--- src/rtl/fft_pkg.sv ---
// Shared FFT definitions: scheduler state encoding, the {re,im} complex
// word, and the in-place radix-2 DIT address / twiddle-index helpers.
package fft_pkg;

   localparam int FFT_DW = 8;

   typedef struct packed {
      logic [FFT_DW-1:0] re;
      logic [FFT_DW-1:0] im;
   } cplx_t;

   typedef enum logic [2:0] {
      ST_IDLE,
      ST_FETCH_A,
      ST_FETCH_B,
      ST_GO,
      ST_OPA,
      ST_OPB,
      ST_WAIT,
      ST_DONE
   } state_t;

   // Upper operand address of butterfly j in stage s (caller truncates to N_LOG2 bits).
   function automatic logic [31:0] bf_addr_a(input logic [31:0] j, input logic [31:0] s);
      logic [31:0] span;
      span = 32'd1 << s;
      return ((j >> s) << (s + 32'd1)) + (j & (span - 32'd1));
   endfunction

   // Lower operand address: one span above A.
   function automatic logic [31:0] bf_addr_b(input logic [31:0] j, input logic [31:0] s);
      return bf_addr_a(j, s) + (32'd1 << s);
   endfunction

   // Twiddle ROM index for butterfly j in stage s of a 2^n_log2-point transform.
   function automatic logic [31:0] bf_tw_idx(input logic [31:0] j, input logic [31:0] s,
                                             input logic [31:0] n_log2);
      return (j & ((32'd1 << s) - 32'd1)) << (n_log2 - 32'd1 - s);
   endfunction

endpackage

--- src/rtl/fft_bf_sched_if.sv ---
// Bundle of every non-clock signal between the butterfly scheduler and its
// environment (control, data RAM, twiddle ROM, serial butterfly unit).
// master = scheduler side, slave = environment side.
interface fft_bf_sched_if #(
   parameter int N_LOG2 = 3,
   parameter int DW     = 8
);
   logic                start;
   logic                busy;
   logic                done;
   logic                err;
   logic                rd_en;
   logic [N_LOG2-1:0]   rd_addr;
   logic [2*DW-1:0]     rd_data;
   logic                wr_en;
   logic [N_LOG2-1:0]   wr_addr;
   logic [2*DW-1:0]     wr_data;
   logic [N_LOG2-2:0]   tw_addr;
   logic [2*DW-1:0]     tw_data;
   logic                bf_go;
   logic                bf_done;
   logic [DW-1:0]       wx;
   logic [DW-1:0]       wy;
   logic [DW-1:0]       datax;
   logic [DW-1:0]       datay;
   logic                wren;
   logic [DW-1:0]       bfx;
   logic [DW-1:0]       bfy;

   modport master (
      input  start, rd_data, tw_data, bf_done, wren, bfx, bfy,
      output busy, done, err, rd_en, rd_addr, wr_en, wr_addr, wr_data,
             tw_addr, bf_go, wx, wy, datax, datay
   );

   modport slave (
      output start, rd_data, tw_data, bf_done, wren, bfx, bfy,
      input  busy, done, err, rd_en, rd_addr, wr_en, wr_addr, wr_data,
             tw_addr, bf_go, wx, wy, datax, datay
   );
endinterface

--- src/rtl/fft_addr_gen.sv ---
// Stage/butterfly counters for the in-place DIT schedule. Presents the A/B
// operand addresses and twiddle index of the current butterfly and flags the
// final butterfly of the transform. Requires N_LOG2 >= 2.
module fft_addr_gen
   import fft_pkg::*;
#(
   parameter int N_LOG2 = 3
) (
   input  logic              clk,
   input  logic              rst,
   input  logic              clr_i,
   input  logic              adv_i,
   output logic [N_LOG2-1:0] a_o,
   output logic [N_LOG2-1:0] b_o,
   output logic [N_LOG2-2:0] tw_o,
   output logic              last_o
);

   localparam int SW = $clog2(N_LOG2);

   logic [SW-1:0]     s_q, s_d;
   logic [N_LOG2-2:0] j_q, j_d;

   // Counter registers.
   // NOTE: state is updated with non-blocking assignments so every register samples pre-edge values.
   always_ff @(posedge clk) begin
      if (rst) begin
         s_q <= '0;
         j_q <= '0;
      end else begin
         s_q <= s_d;
         j_q <= j_d;
      end
   end

   // Next count: clear wins, otherwise step j and roll into the next stage.
   always_comb begin
      // NOTE: every combinational output gets a default first so no path can infer a latch.
      s_d = s_q;
      j_d = j_q;
      if (clr_i) begin
         s_d = '0;
         j_d = '0;
      end else if (adv_i) begin
         if (j_q == '1) begin
            j_d = '0;
            s_d = s_q + 1'b1;
         end else begin
            j_d = j_q + 1'b1;
         end
      end
   end

   // Address decode; truncation to the port width gives the modulo-N wrap.
   always_comb begin
      a_o    = N_LOG2'(bf_addr_a(32'(j_q), 32'(s_q)));
      b_o    = N_LOG2'(bf_addr_b(32'(j_q), 32'(s_q)));
      tw_o   = (N_LOG2-1)'(bf_tw_idx(32'(j_q), 32'(s_q), 32'(N_LOG2)));
      last_o = (s_q == SW'(N_LOG2 - 1)) && (j_q == '1);
   end

endmodule

--- src/rtl/fft_bf_sched.sv ---
// In-place radix-2 DIT FFT butterfly scheduler. Fetches each A/B operand
// pair and its twiddle, starts the serial butterfly unit, streams the
// operands and writes the two results back in place.
// Optional macro FFT_SCHED_TIMEOUT_EN: bounds the butterfly wait to TIMEOUT
// cycles after GO and reports overruns on err; without it err is 0.
module fft_bf_sched
   import fft_pkg::*;
#(
   parameter int N_LOG2  = 3,
   parameter int DW      = 8,
   parameter int TIMEOUT = 64
) (
   input  logic           clk,
   input  logic           rst,
   fft_bf_sched_if.master bus
);

   state_t            state_q, state_d;
   logic [2*DW-1:0]   a_data_q, a_data_d;
   logic [2*DW-1:0]   b_data_q, b_data_d;
   logic [2*DW-1:0]   tw_q, tw_d;
   logic [1:0]        wcnt_q, wcnt_d;
   logic              wr_en_q, wr_en_d;
   logic [N_LOG2-1:0] wr_addr_q, wr_addr_d;
   logic [2*DW-1:0]   wr_data_q, wr_data_d;

   logic              ag_clr;
   logic              ag_adv;
   logic [N_LOG2-1:0] a_addr;
   logic [N_LOG2-1:0] b_addr;
   logic [N_LOG2-2:0] tw_idx;
   logic              last_bf;
   logic              to_hit;

   fft_addr_gen #(.N_LOG2(N_LOG2)) u_addr_gen (
      .clk    (clk),
      .rst    (rst),
      .clr_i  (ag_clr),
      .adv_i  (ag_adv),
      .a_o    (a_addr),
      .b_o    (b_addr),
      .tw_o   (tw_idx),
      .last_o (last_bf)
   );

`ifdef FFT_SCHED_TIMEOUT_EN
   localparam int TO_W = $clog2(TIMEOUT + 1);

   logic [TO_W-1:0] to_cnt_q, to_cnt_d;

   // Cycles elapsed since GO, so err lands exactly TIMEOUT cycles after bf_go.
   always_comb begin
      to_cnt_d = to_cnt_q;
      if (state_q == ST_GO) begin
         to_cnt_d = '0;
      end else if (state_q inside {ST_OPA, ST_OPB, ST_WAIT}) begin
         to_cnt_d = to_cnt_q + 1'b1;
      end
   end

   // Timeout counter register.
   always_ff @(posedge clk) begin
      if (rst) begin
         to_cnt_q <= '0;
      end else begin
         to_cnt_q <= to_cnt_d;
      end
   end

   // A bf_done arriving on the deadline cycle still wins.
   assign to_hit = (state_q == ST_WAIT) && !bus.bf_done && (to_cnt_q == TO_W'(TIMEOUT - 1));
`else
   localparam int unused_timeout = TIMEOUT;
   assign to_hit = 1'b0;
`endif

   assign bus.err     = to_hit;
   assign bus.wr_en   = wr_en_q;
   assign bus.wr_addr = wr_addr_q;
   assign bus.wr_data = wr_data_q;

   // FSM state and datapath registers.
   always_ff @(posedge clk) begin
      if (rst) begin
         state_q   <= ST_IDLE;
         a_data_q  <= '0;
         b_data_q  <= '0;
         tw_q      <= '0;
         wcnt_q    <= '0;
         wr_en_q   <= 1'b0;
         wr_addr_q <= '0;
         wr_data_q <= '0;
      end else begin
         state_q   <= state_d;
         a_data_q  <= a_data_d;
         b_data_q  <= b_data_d;
         tw_q      <= tw_d;
         wcnt_q    <= wcnt_d;
         wr_en_q   <= wr_en_d;
         wr_addr_q <= wr_addr_d;
         wr_data_q <= wr_data_d;
      end
   end

   // Next state, datapath captures and state-decoded outputs.
   always_comb begin
      state_d   = state_q;
      a_data_d  = a_data_q;
      b_data_d  = b_data_q;
      tw_d      = tw_q;
      wcnt_d    = wcnt_q;
      wr_en_d   = 1'b0;
      wr_addr_d = wr_addr_q;
      wr_data_d = wr_data_q;
      ag_clr    = 1'b0;
      ag_adv    = 1'b0;

      // busy drops in DONE so its falling edge coincides with the done pulse.
      bus.busy    = (state_q != ST_IDLE) && (state_q != ST_DONE);
      bus.done    = 1'b0;
      bus.rd_en   = 1'b0;
      bus.rd_addr = '0;
      bus.tw_addr = '0;
      bus.bf_go   = 1'b0;
      bus.wx      = '0;
      bus.wy      = '0;
      bus.datax   = '0;
      bus.datay   = '0;

      case (state_q)
         ST_IDLE: begin
            ag_clr = 1'b1;
            if (bus.start) begin
               state_d = ST_FETCH_A;
            end
         end
         ST_FETCH_A: begin
            bus.rd_en   = 1'b1;
            bus.rd_addr = a_addr;
            bus.tw_addr = tw_idx;
            state_d     = ST_FETCH_B;
         end
         ST_FETCH_B: begin
            bus.rd_en   = 1'b1;
            bus.rd_addr = b_addr;
            a_data_d    = bus.rd_data;
            tw_d        = bus.tw_data;
            state_d     = ST_GO;
         end
         ST_GO: begin
            bus.bf_go = 1'b1;
            bus.wx    = tw_q[2*DW-1:DW];
            bus.wy    = tw_q[DW-1:0];
            b_data_d  = bus.rd_data;
            wcnt_d    = '0;
            state_d   = ST_OPA;
         end
         ST_OPA: begin
            bus.datax = a_data_q[2*DW-1:DW];
            bus.datay = a_data_q[DW-1:0];
            state_d   = ST_OPB;
         end
         ST_OPB: begin
            bus.datax = b_data_q[2*DW-1:DW];
            bus.datay = b_data_q[DW-1:0];
            state_d   = ST_WAIT;
         end
         ST_WAIT: begin
            // First result goes to A, second to B; any further wren is dropped.
            if (bus.wren && (wcnt_q != 2'd2)) begin
               wr_en_d   = 1'b1;
               wr_addr_d = (wcnt_q == 2'd0) ? a_addr : b_addr;
               wr_data_d = {bus.bfx, bus.bfy};
               wcnt_d    = wcnt_q + 2'd1;
            end
            if (bus.bf_done) begin
               if (last_bf) begin
                  state_d = ST_DONE;
               end else begin
                  ag_adv  = 1'b1;
                  state_d = ST_FETCH_A;
               end
            end else if (to_hit) begin
               state_d = ST_IDLE;
            end
         end
         ST_DONE: begin
            bus.done = 1'b1;
            state_d  = ST_IDLE;
         end
         default: begin
            state_d = ST_IDLE;
         end
      endcase
   end

endmodule

--- src/flat_wrapper.sv ---
// flat-port wrapper written by rule: the top's interface ports become plain ports
module fft_bf_sched_flat import fft_pkg::*;
#(
   parameter int N_LOG2  = 3,
   parameter int DW      = 8,
   parameter int TIMEOUT = 64
)
  (clk, rst, bus_start, bus_rd_data, bus_tw_data, bus_bf_done, bus_wren, bus_bfx, bus_bfy, bus_busy, bus_done, bus_err, bus_rd_en, bus_rd_addr, bus_wr_en, bus_wr_addr, bus_wr_data, bus_tw_addr, bus_bf_go, bus_wx, bus_wy, bus_datax, bus_datay);
  fft_bf_sched_if #(.N_LOG2(N_LOG2), .DW(DW)) bus_i ();
  input  logic clk;
  input  logic rst;
  input wire logic [$bits(bus_i.start)-1:0] bus_start;
  input wire logic [$bits(bus_i.rd_data)-1:0] bus_rd_data;
  input wire logic [$bits(bus_i.tw_data)-1:0] bus_tw_data;
  input wire logic [$bits(bus_i.bf_done)-1:0] bus_bf_done;
  input wire logic [$bits(bus_i.wren)-1:0] bus_wren;
  input wire logic [$bits(bus_i.bfx)-1:0] bus_bfx;
  input wire logic [$bits(bus_i.bfy)-1:0] bus_bfy;
  output wire logic [$bits(bus_i.busy)-1:0] bus_busy;
  output wire logic [$bits(bus_i.done)-1:0] bus_done;
  output wire logic [$bits(bus_i.err)-1:0] bus_err;
  output wire logic [$bits(bus_i.rd_en)-1:0] bus_rd_en;
  output wire logic [$bits(bus_i.rd_addr)-1:0] bus_rd_addr;
  output wire logic [$bits(bus_i.wr_en)-1:0] bus_wr_en;
  output wire logic [$bits(bus_i.wr_addr)-1:0] bus_wr_addr;
  output wire logic [$bits(bus_i.wr_data)-1:0] bus_wr_data;
  output wire logic [$bits(bus_i.tw_addr)-1:0] bus_tw_addr;
  output wire logic [$bits(bus_i.bf_go)-1:0] bus_bf_go;
  output wire logic [$bits(bus_i.wx)-1:0] bus_wx;
  output wire logic [$bits(bus_i.wy)-1:0] bus_wy;
  output wire logic [$bits(bus_i.datax)-1:0] bus_datax;
  output wire logic [$bits(bus_i.datay)-1:0] bus_datay;
  assign bus_i.start = bus_start;
  assign bus_i.rd_data = bus_rd_data;
  assign bus_i.tw_data = bus_tw_data;
  assign bus_i.bf_done = bus_bf_done;
  assign bus_i.wren = bus_wren;
  assign bus_i.bfx = bus_bfx;
  assign bus_i.bfy = bus_bfy;
  assign bus_busy = bus_i.busy;
  assign bus_done = bus_i.done;
  assign bus_err = bus_i.err;
  assign bus_rd_en = bus_i.rd_en;
  assign bus_rd_addr = bus_i.rd_addr;
  assign bus_wr_en = bus_i.wr_en;
  assign bus_wr_addr = bus_i.wr_addr;
  assign bus_wr_data = bus_i.wr_data;
  assign bus_tw_addr = bus_i.tw_addr;
  assign bus_bf_go = bus_i.bf_go;
  assign bus_wx = bus_i.wx;
  assign bus_wy = bus_i.wy;
  assign bus_datax = bus_i.datax;
  assign bus_datay = bus_i.datay;
  fft_bf_sched #(.N_LOG2(N_LOG2), .DW(DW), .TIMEOUT(TIMEOUT)) u_core (.clk(clk), .rst(rst), .bus(bus_i));
endmodule
--- config.mk ---
export PLATFORM = sky130hd
export DESIGN_NAME = fft_bf_sched_flat
export DESIGN_NICKNAME = d
export VERILOG_FILES = /design/src/rtl/fft_pkg.sv /design/src/rtl/fft_bf_sched_if.sv /design/src/rtl/fft_addr_gen.sv /design/src/rtl/fft_bf_sched.sv /design/src/flat_wrapper.sv
export SDC_FILE = /design/constraint.sdc
export NUM_CORES = 1
export LEC_CHECK = 0
export BUFFER_PORTS_ARGS = -buffer_cell sky130_fd_sc_hd__buf_2
export CAP_MARGIN = 20
export CORE_MARGIN = 2
export CORE_UTILIZATION = 45
export DETAILED_ROUTE_END_ITERATION = 10
export HOLD_SLACK_MARGIN = 0.1
export PLACE_DENSITY_LB_ADDON = 0.05
export SLEW_MARGIN = 20
export SYNTH_ARGS = -nofsm -noshare
export SYNTH_HDL_FRONTEND = slang
export SYNTH_SLANG_ARGS = --single-unit
--- constraint.sdc ---
create_clock -name clk -period 10.8 [get_ports clk]
set_clock_uncertainty 0.2 [all_clocks]
set_input_delay 2.16 -clock clk [delete_from_list [all_inputs] [get_ports clk]]
set_output_delay 2.16 -clock clk [all_outputs]
set_load 0.1 [all_outputs]
==> results.tsv, run 1 <==
stage	metric	value	unit
cts	clk sink count	77	
global_routing	first-pass GRT wire length	13.7	mm
die	die span in x	92.4	um
detailed_routing	Residual DRC	0	
critical_path	Slowest-stage cell, CP	dfxtp_1	
critical_path	Crit path max-delay family	adder cells	
power_and_ir_drop	combinational share of power	11.2	%
finish	register area	1540	um^2
sta	Setup TNS Final	0	ns
global_routing	GRT Overall Usage	20.0	%
synthesis	commonest register cell after synthesis	dfxtp_1	
die	core box area	7650	um^2
critical_path	largest stage delay on the critical path	0.50	ns
detailed_routing	DR vias/cell	4.86	
critical_path	CP Capture Type	primary output	
synthesis	combinational family with the most area after synthesis	simple AND/OR/NAND/NOR gates	
sta	Final WS setup	4.43	ns
cts	clk_lat worst skew	0.34	ns
power_and_ir_drop	power density over the cells	143	nW/um^2
sta	RSZ-0062 raised after global routing	false	
placement	hpwl dp	5.23	mm
finish	filler cell count	762	
power_and_ir_drop	sw frac	27.3	%
cts	CTS tree	done	
sta	max_slew headroom	45.5	%
detailed_routing	Antenna Nets Post-Route	0	
power_and_ir_drop	static leakage	1.78	nW
critical_path	crit-path max FO	8	
worst_hold_path	Worst Hold End	u_core.tw_q[5]	
finish	synthesis-to-layout area growth	22.1	%
synthesis	syn avg cell area	7.81	um^2
synthesis	synth unique cells	37	
detailed_routing	1st-pass router iterations	4	
global_routing	initial antenna violation count	0	
placement	Port Buf Inserts	113	
synthesis	area leader, netlist	dfxtp_1	
global_routing	global route overflow	0	
detailed_routing	initial DRC count	155	
sta	min Tclk post-route	6.37	ns
critical_path	reg2reg setup slack	7.18	ns
critical_path	WS Path Type	flip-flop to primary output	
detailed_routing	vias	3167	
synthesis	adder-cell area share of the yosys netlist	4.34	%
power_and_ir_drop	P_int	0.446	mW
synthesis	count leader, synth	nand2_1	
placement	DP Worst Slack	4.81	ns
global_routing	number of global-route vias before repair	3064	
finish	multi-input logic area	1770	um^2
finish	share of cells above drive strength 1	25.5	%
job	max-cap violation count	0	
die	I/O Pins	115	
synthesis	Syn Inst Count	450	
worst_hold_path	Hold Crit Start	u_core.tw_q[5]	
finish	Final nets	609	
sta	final hold viol count	0	
global_routing	largest net degree at the start of global routing	75	
synthesis	Yosys top cell area share	43.9	%
cts	CTS Buffer Depth	2	
worst_hold_path	Hold Path Depth	2	
sta	final number of setup-violating endpoints	0	
die	Die Area	8530	um^2
critical_path	Reg2Reg Launch Point	u_core.u_addr_gen.s_q[0]	
power_and_ir_drop	Reg power frac	48.4	%
power_and_ir_drop	Clk pwr share	40.4	%
synthesis	top cells by area, synth	dfxtp_1 (44%), nand2_1 (15%), a21oi_1 (10%)	
worst_hold_path	Hold Path Class	flip-flop to flip-flop	
power_and_ir_drop	VDD IR-drop max	0.0825	mV
synthesis	post-synthesis async set-or-reset flop share	0	%
synthesis	post-synthesis cell area	3510	um^2
finish	antenna cells	0	
critical_path	Worst setup SP type	flip-flop	
sta	crit share post-route	59.0	%
synthesis	number of register bits inferred by synthesis	77	
critical_path	Reg2Reg Depth	12	
cts	Root Driver	clkbuf_8	
die	Starting Density	45.9	%
synthesis	mux share of post-synthesis cell area	5.41	%
synthesis	post-synthesis sequential area ratio	43.9	%
cts	Worst-path clk slew	0.08	ns
cts	Post-CTS Setup Bufs	0	
synthesis	synth cell count leaders	nand2_1 (140), dfxtp_1 (77), a21oi_1 (73)	
critical_path	CP cell instances	inv_1 -> ha_1 -> nor3_1 -> and3_2 -> ha_1 -> inv_1 -> fa_1 -> fa_1 -> xor2_1 -> xnor2_1 -> xnor2_1 -> o22ai_1 -> buf_2	
critical_path	required time of the critical path	8.44	ns
critical_path	Critical Path AT	4.01	ns
sta	final slew viol count	0	
synthesis	Yosys warning total	0	
die	FP Rows	32	
detailed_routing	drt wl/cell	12.7	um
synthesis	number of flops mapped to enable cells by yosys	0	
cts	htree depth	3	
critical_path	FF-to-FF End	u_core.bus.wr_addr[2]	
synthesis	post-synthesis xor/xnor area fraction	2.39	%
sta	Least-Margin Pin Slew	0.817	ns
synthesis	Synth Area in Compound Gates	12.1	%
detailed_routing	drt total wl	8.31	mm
cts	hold_buf cts	0	
sta	maximum clock rate	157	MHz
die	Die Ht	92.4	um
critical_path	buffer and inverter count on the worst path	3	
synthesis	syn_nets	514	
synthesis	Simple-Gate Fraction of Synth Area	26.0	%
placement	Final GP Congestion	0.743	
cts	PostCTS Resize Cnt	0	
cts	cts bufs inserted	9	
status	outcome	completed	
power_and_ir_drop	Sw Pwr	0.168	mW
## flip-flops by register name, indices dropped and copies added, names as in the netlist
name	flops
u_core.a_data_q	16
u_core.bus.wr_en	1
u_core.tw_q	16
u_core.wcnt_q	2
u_core.u_addr_gen.s_q	2
u_core.bus.wr_data	16
u_core.bus.wr_addr	3
u_core.state_q	3
u_core.b_data_q	16
u_core.u_addr_gen.j_q	2
## power by group through the flow
stage / Clock, mW / Sequential [mW] / Combinational, mW
floorplan: 0 / 0.303 / 0.0509
global placement: 0 / 0.303 / 0.0685
detailed placement: 0 / 0.304 / 0.0692
CTS: 0.254 / 0.297 / 0.0695
global route: 0.265 / 0.298 / 0.0755
finish: 0.248 / 0.297 / 0.0687
## placed cells by master (no fill, tap or decap), drive strengths merged
master,n
ha,9
nand3,7
a211oi,2
xnor2,6
xor2,1
nand3b,2
inv,12
xnor3,1
nor4,1
and3,2
a21boi,1
conb,1
o21ai,1
buf,116
nand2b,1
clkbuf,9
nor2b,1
and2,17
nor2,30
a22o,1
clkinvlp,1
nor3,4
mux2i,19
nand4b,1
and3b,2
or2,3
nand2,140
bufinv,2
clkinv,1
o22ai,2
nor3b,2
a21oi,73
fa,2
dfxtp,77
## worst register-to-register path, delay by kind of cell, from the launching register on
| kind | cells | cell delay [ns] |
|---|---|---|
| buffers and inverters | 2 | 0.21 |
| xor gates and xnor gates | 2 | 0.42 |
| DFF | 1 | 0.50 |
| AOI/OAI and AO/OA | 1 | 0.21 |
| and+or+nand+nor | 3 | 0.57 |
| adders and majority gates | 4 | 1.43 |
## logic make-up after synthesis
kind of cell,after synthesis
AOI/OAI and AO/OA,80
xor gates and xnor gates,8
adders and majority gates,11
buffers and inverters,41
DFF,77
muxes,19
other,1
and+or+nand+nor,213
## metrics by stage
step	utilization [%]	hold slack [ns]	power (mW)	std cells	cell area (um^2)
6_report	56.1	0.253	0.614	652	4290
5_1_grt	56.1	0.277	0.639	652	4290
4_1_cts	56.1	0.255	0.621	652	4290
3_5_place_dp	53.1	0.242	0.373	636	4060
3_3_place_gp	53.1	0.237	0.372	636	4060
2_1_floorplan	-	0.232	0.354	450	3510
## worst max path at each step
stage / from / to / slack (ns) / cells past startpoint
after global routing: u_core.u_addr_gen.s_q[0] / bus_rd_addr[2] / 4.10 / 13
after floorplan: u_core.u_addr_gen.s_q[0] / bus_rd_addr[2] / 4.15 / 12
after global placement: u_core.u_addr_gen.s_q[0] / bus_rd_addr[2] / 4.96 / 13
final: u_core.u_addr_gen.s_q[0] / bus_rd_addr[2] / 4.43 / 13
after CTS: u_core.u_addr_gen.s_q[0] / bus_rd_addr[2] / 4.41 / 13
after detailed placement: u_core.u_addr_gen.s_q[0] / bus_rd_addr[2] / 4.81 / 13
## routing by layer
metal  share of wire, %  global-route usage, %  up-vias
li1                   -                      -     1642
met1                 44                   23.0     1441
met2                 50                   36.1       80
met3                5.7                   5.04        4
met4               0.72                   6.34        0
met5                  0                      0        -
## area by class of cell
type | count | share of cell area (%)
sequential | 77 | 35.9
inverter | 9 | 0.788
tap | 102 | 2.98
multi-input combinational | 332 | 41.2
timing repair buffer | 116 | 13.7
clock inverter | 7 | 2.45
clock buffer | 9 | 2.89
No activity file was read; power rests on OpenSTA's default activity.
==> run 2: changes to the inputs <==
==> constraint.sdc (replaced) <==
create_clock -name clk -period 5.85 [get_ports clk]
set_clock_uncertainty 0.2 [all_clocks]
set_input_delay 1.17 -clock clk [delete_from_list [all_inputs] [get_ports clk]]
set_output_delay 1.17 -clock clk [all_outputs]
set_load 0.1 [all_outputs]
==> run 2 against run 1 <==
Sequential share of layout area stayed put; hold slack got worse by 0.00084 ns; final cell count unchanged; count of clock-buffer cells in the layout is the same; first-iteration DRC count down 30%; wire length fell by 0.78%; register-to-register slack got worse by 4.9 ns; critical path type unchanged; worst setup slack got worse by 4.0 ns; core utilization is the same; highest routed layer unchanged; critical path depth is the same.
==> results.tsv, run 2 (same netlist as run 1, synthesis figures left out) <==
stage	metric	value	unit	change
finish	Final Instance Area	4290	um^2	unchanged
cts	Post-CTS Setup Bufs	0		unchanged
cts	Worst-path clk slew	0.08	ns	about the same
placement	Placement Cell Area	4060	um^2	unchanged
critical_path	Slowest-stage cell, CP	dfxtp_1		unchanged
sta	final slew viol count	0		unchanged
critical_path	required time of the critical path	4.48	ns	was 8.44 ns
finish	synthesis-to-layout area growth	22.1	%	unchanged
detailed_routing	drt total wl	8.24	mm	was 8.31 mm
power_and_ir_drop	VDD IR-drop max	0.149	mV	was 0.0825 mV
detailed_routing	Antenna Nets Post-Route	0		unchanged
global_routing	GRT Overall Usage	19.9	%	was 20.0%
detailed_routing	initial DRC count	109		was 155
sta	final number of setup-violating endpoints	0		unchanged
global_routing	global route overflow	0		unchanged
sta	max_slew headroom	44.9	%	was 45.5%
sta	Least-Margin Pin Slew	0.826	ns	was 0.817 ns
cts	CTS Buffer Depth	2		unchanged
finish	commonest non-fill, non-tap cell in the layout	nand2_1		unchanged
status	outcome	completed		unchanged
global_routing	number of global-route vias before repair	3051		was 3064
cts	hold_buf cts	0		unchanged
die	FP Rows	32		unchanged
detailed_routing	1st-pass router iterations	6		was 4
detailed_routing	drt wl/cell	12.6	um	was 12.7 um
cts	htree depth	3		unchanged
die	I/O Pins	115		unchanged
finish	filler cell count	763		was 762
sta	crit share post-route	92.2	%	
global_routing	initial antenna violation count	0		unchanged
detailed_routing	Residual DRC	0		unchanged
critical_path	CP cell instances	inv_1 -> ha_1 -> nor3_1 -> and3_2 -> ha_1 -> inv_1 -> fa_1 -> fa_1 -> xor2_1 -> xnor2_1 -> xnor2_1 -> o22ai_1 -> buf_2		unchanged
sta	min Tclk post-route	5.40	ns	
sta	maximum clock rate	185	MHz	
finish	multi-input logic area	1770	um^2	unchanged
sta	Final WS setup	0.454	ns	was 4.43 ns
cts	cts bufs inserted	9		unchanged
critical_path	crit-path max FO	8		unchanged
cts	clk sink count	77		unchanged
power_and_ir_drop	power density over the cells	264	nW/um^2	was 143 nW/um^2
global_routing	first-pass GRT wire length	13.7	mm	about the same
die	Die Ht	92.4	um	unchanged
worst_hold_path	Hold Path Class	flip-flop to flip-flop		unchanged
critical_path	CP Capture Type	primary output		unchanged
cts	CTS tree	done		unchanged
finish	commonest cells after routing, fill and taps aside	nand2_1 (140), buf_2 (113), dfxtp_1 (77)		unchanged
global_routing	largest net degree at the start of global routing	75		unchanged
cts	clk_lat worst skew	0.35	ns	was 0.34 ns
detailed_routing	DR vias/cell	4.89		was 4.86
die	Die Area	8530	um^2	unchanged
sta	final hold viol count	0		unchanged
detailed_routing	vias	3188		was 3167
critical_path	WS Path Type	flip-flop to primary output		unchanged
finish	Final nets	609		unchanged
job	max-cap violation count	0		unchanged
cts	PostCTS Resize Cnt	0		unchanged
critical_path	largest stage delay on the critical path	0.51	ns	was 0.50 ns
placement	DP Worst Slack	0.831	ns	was 4.81 ns
power_and_ir_drop	static leakage	1.78	nW	unchanged
placement	Port Buf Inserts	113		unchanged
finish	antenna cells	0		unchanged
sta	Setup TNS Final	0	ns	unchanged
cts	Root Driver	clkbuf_8		unchanged
finish	register area	1540	um^2	unchanged
critical_path	Worst setup SP type	flip-flop		unchanged
critical_path	Critical Path AT	4.03	ns	was 4.01 ns
die	core box area	7650	um^2	unchanged
placement	hpwl dp	5.20	mm	was 5.23 mm
sta	RSZ-0062 raised after global routing	false		unchanged
die	die span in x	92.4	um	unchanged
placement	Final GP Congestion	0.743		unchanged
finish	share of cells above drive strength 1	25.5	%	unchanged
die	Starting Density	45.9	%	unchanged
run 2: cell counts in the layout (fill, tap and decap cells not counted):
Identical to the previous run, type by type.
run 2: per-layer routing:
layer	part of all wire (%)	routed length, um	global-route usage (%)	vias up
li1	-	-	-	1640
met1	45	3710	23.1	1457
met2	48	3940	34.7	80
met3	5.9	486	5.70	11
met4	1.2	102	7.09	0
met5	0	0	0	-
run 2: through the flow:
step,util (%),power [mW],hold slack [ns],std cells
after CTS,56.1,1.15,0.253,652
after global placement,53.1,0.686,0.237,636
final,56.1,1.13,0.252,652
after floorplan,-,0.653,0.232,450
after global routing,56.1,1.18,0.273,652
after detailed placement,53.1,0.688,0.242,636
run 2: worst paths after layout:
check | endpoint | slack, ns | cells past startpoint | startpoint
setup / recovery | bus_rd_addr[2] | 0.45 | 13 | u_core.u_addr_gen.s_q[0]
hold / removal | u_core.tw_q[9] | 0.25 | 2 | u_core.tw_q[9]
setup reg to reg | u_core.bus.wr_addr[2] | 2.24 | 12 | u_core.u_addr_gen.s_q[0]
hold reg to reg | u_core.tw_q[9] | 0.25 | 2 | u_core.tw_q[9]
run 2: final cells by class:
class,count,share of cell area (%)
inverters,9,0.788
clock buffers,9,2.89
well taps,102,2.98
multi-input cells,332,41.2
repair buffers,116,13.7
flip-flops and latches,77,35.9
clock inverters,7,2.45
run 2: where the power goes:
part	leakage, nW	total, mW	switching, mW	internal, mW
Combinational	1.05	0.127	0.0894	0.0373
Clock	0.112	0.460	0.213	0.247
Sequential	0.623	0.548	0.00881	0.539
Total	1.78	1.13	0.311	0.823
run 2: worst max-delay path: cells and delay by family, from the launching register on:
| family | cells | cell delay [ns] |
|---|---|---|
| flip-flops | 1 | 0.51 |
| AND/OR/NAND/NOR | 2 | 0.45 |
| XOR/XNOR | 3 | 0.48 |
| buffers and inverters | 3 | 0.66 |
| adder cells (fa/ha/maj) | 4 | 1.44 |
| AO/OA/AOI/OAI | 1 | 0.12 |
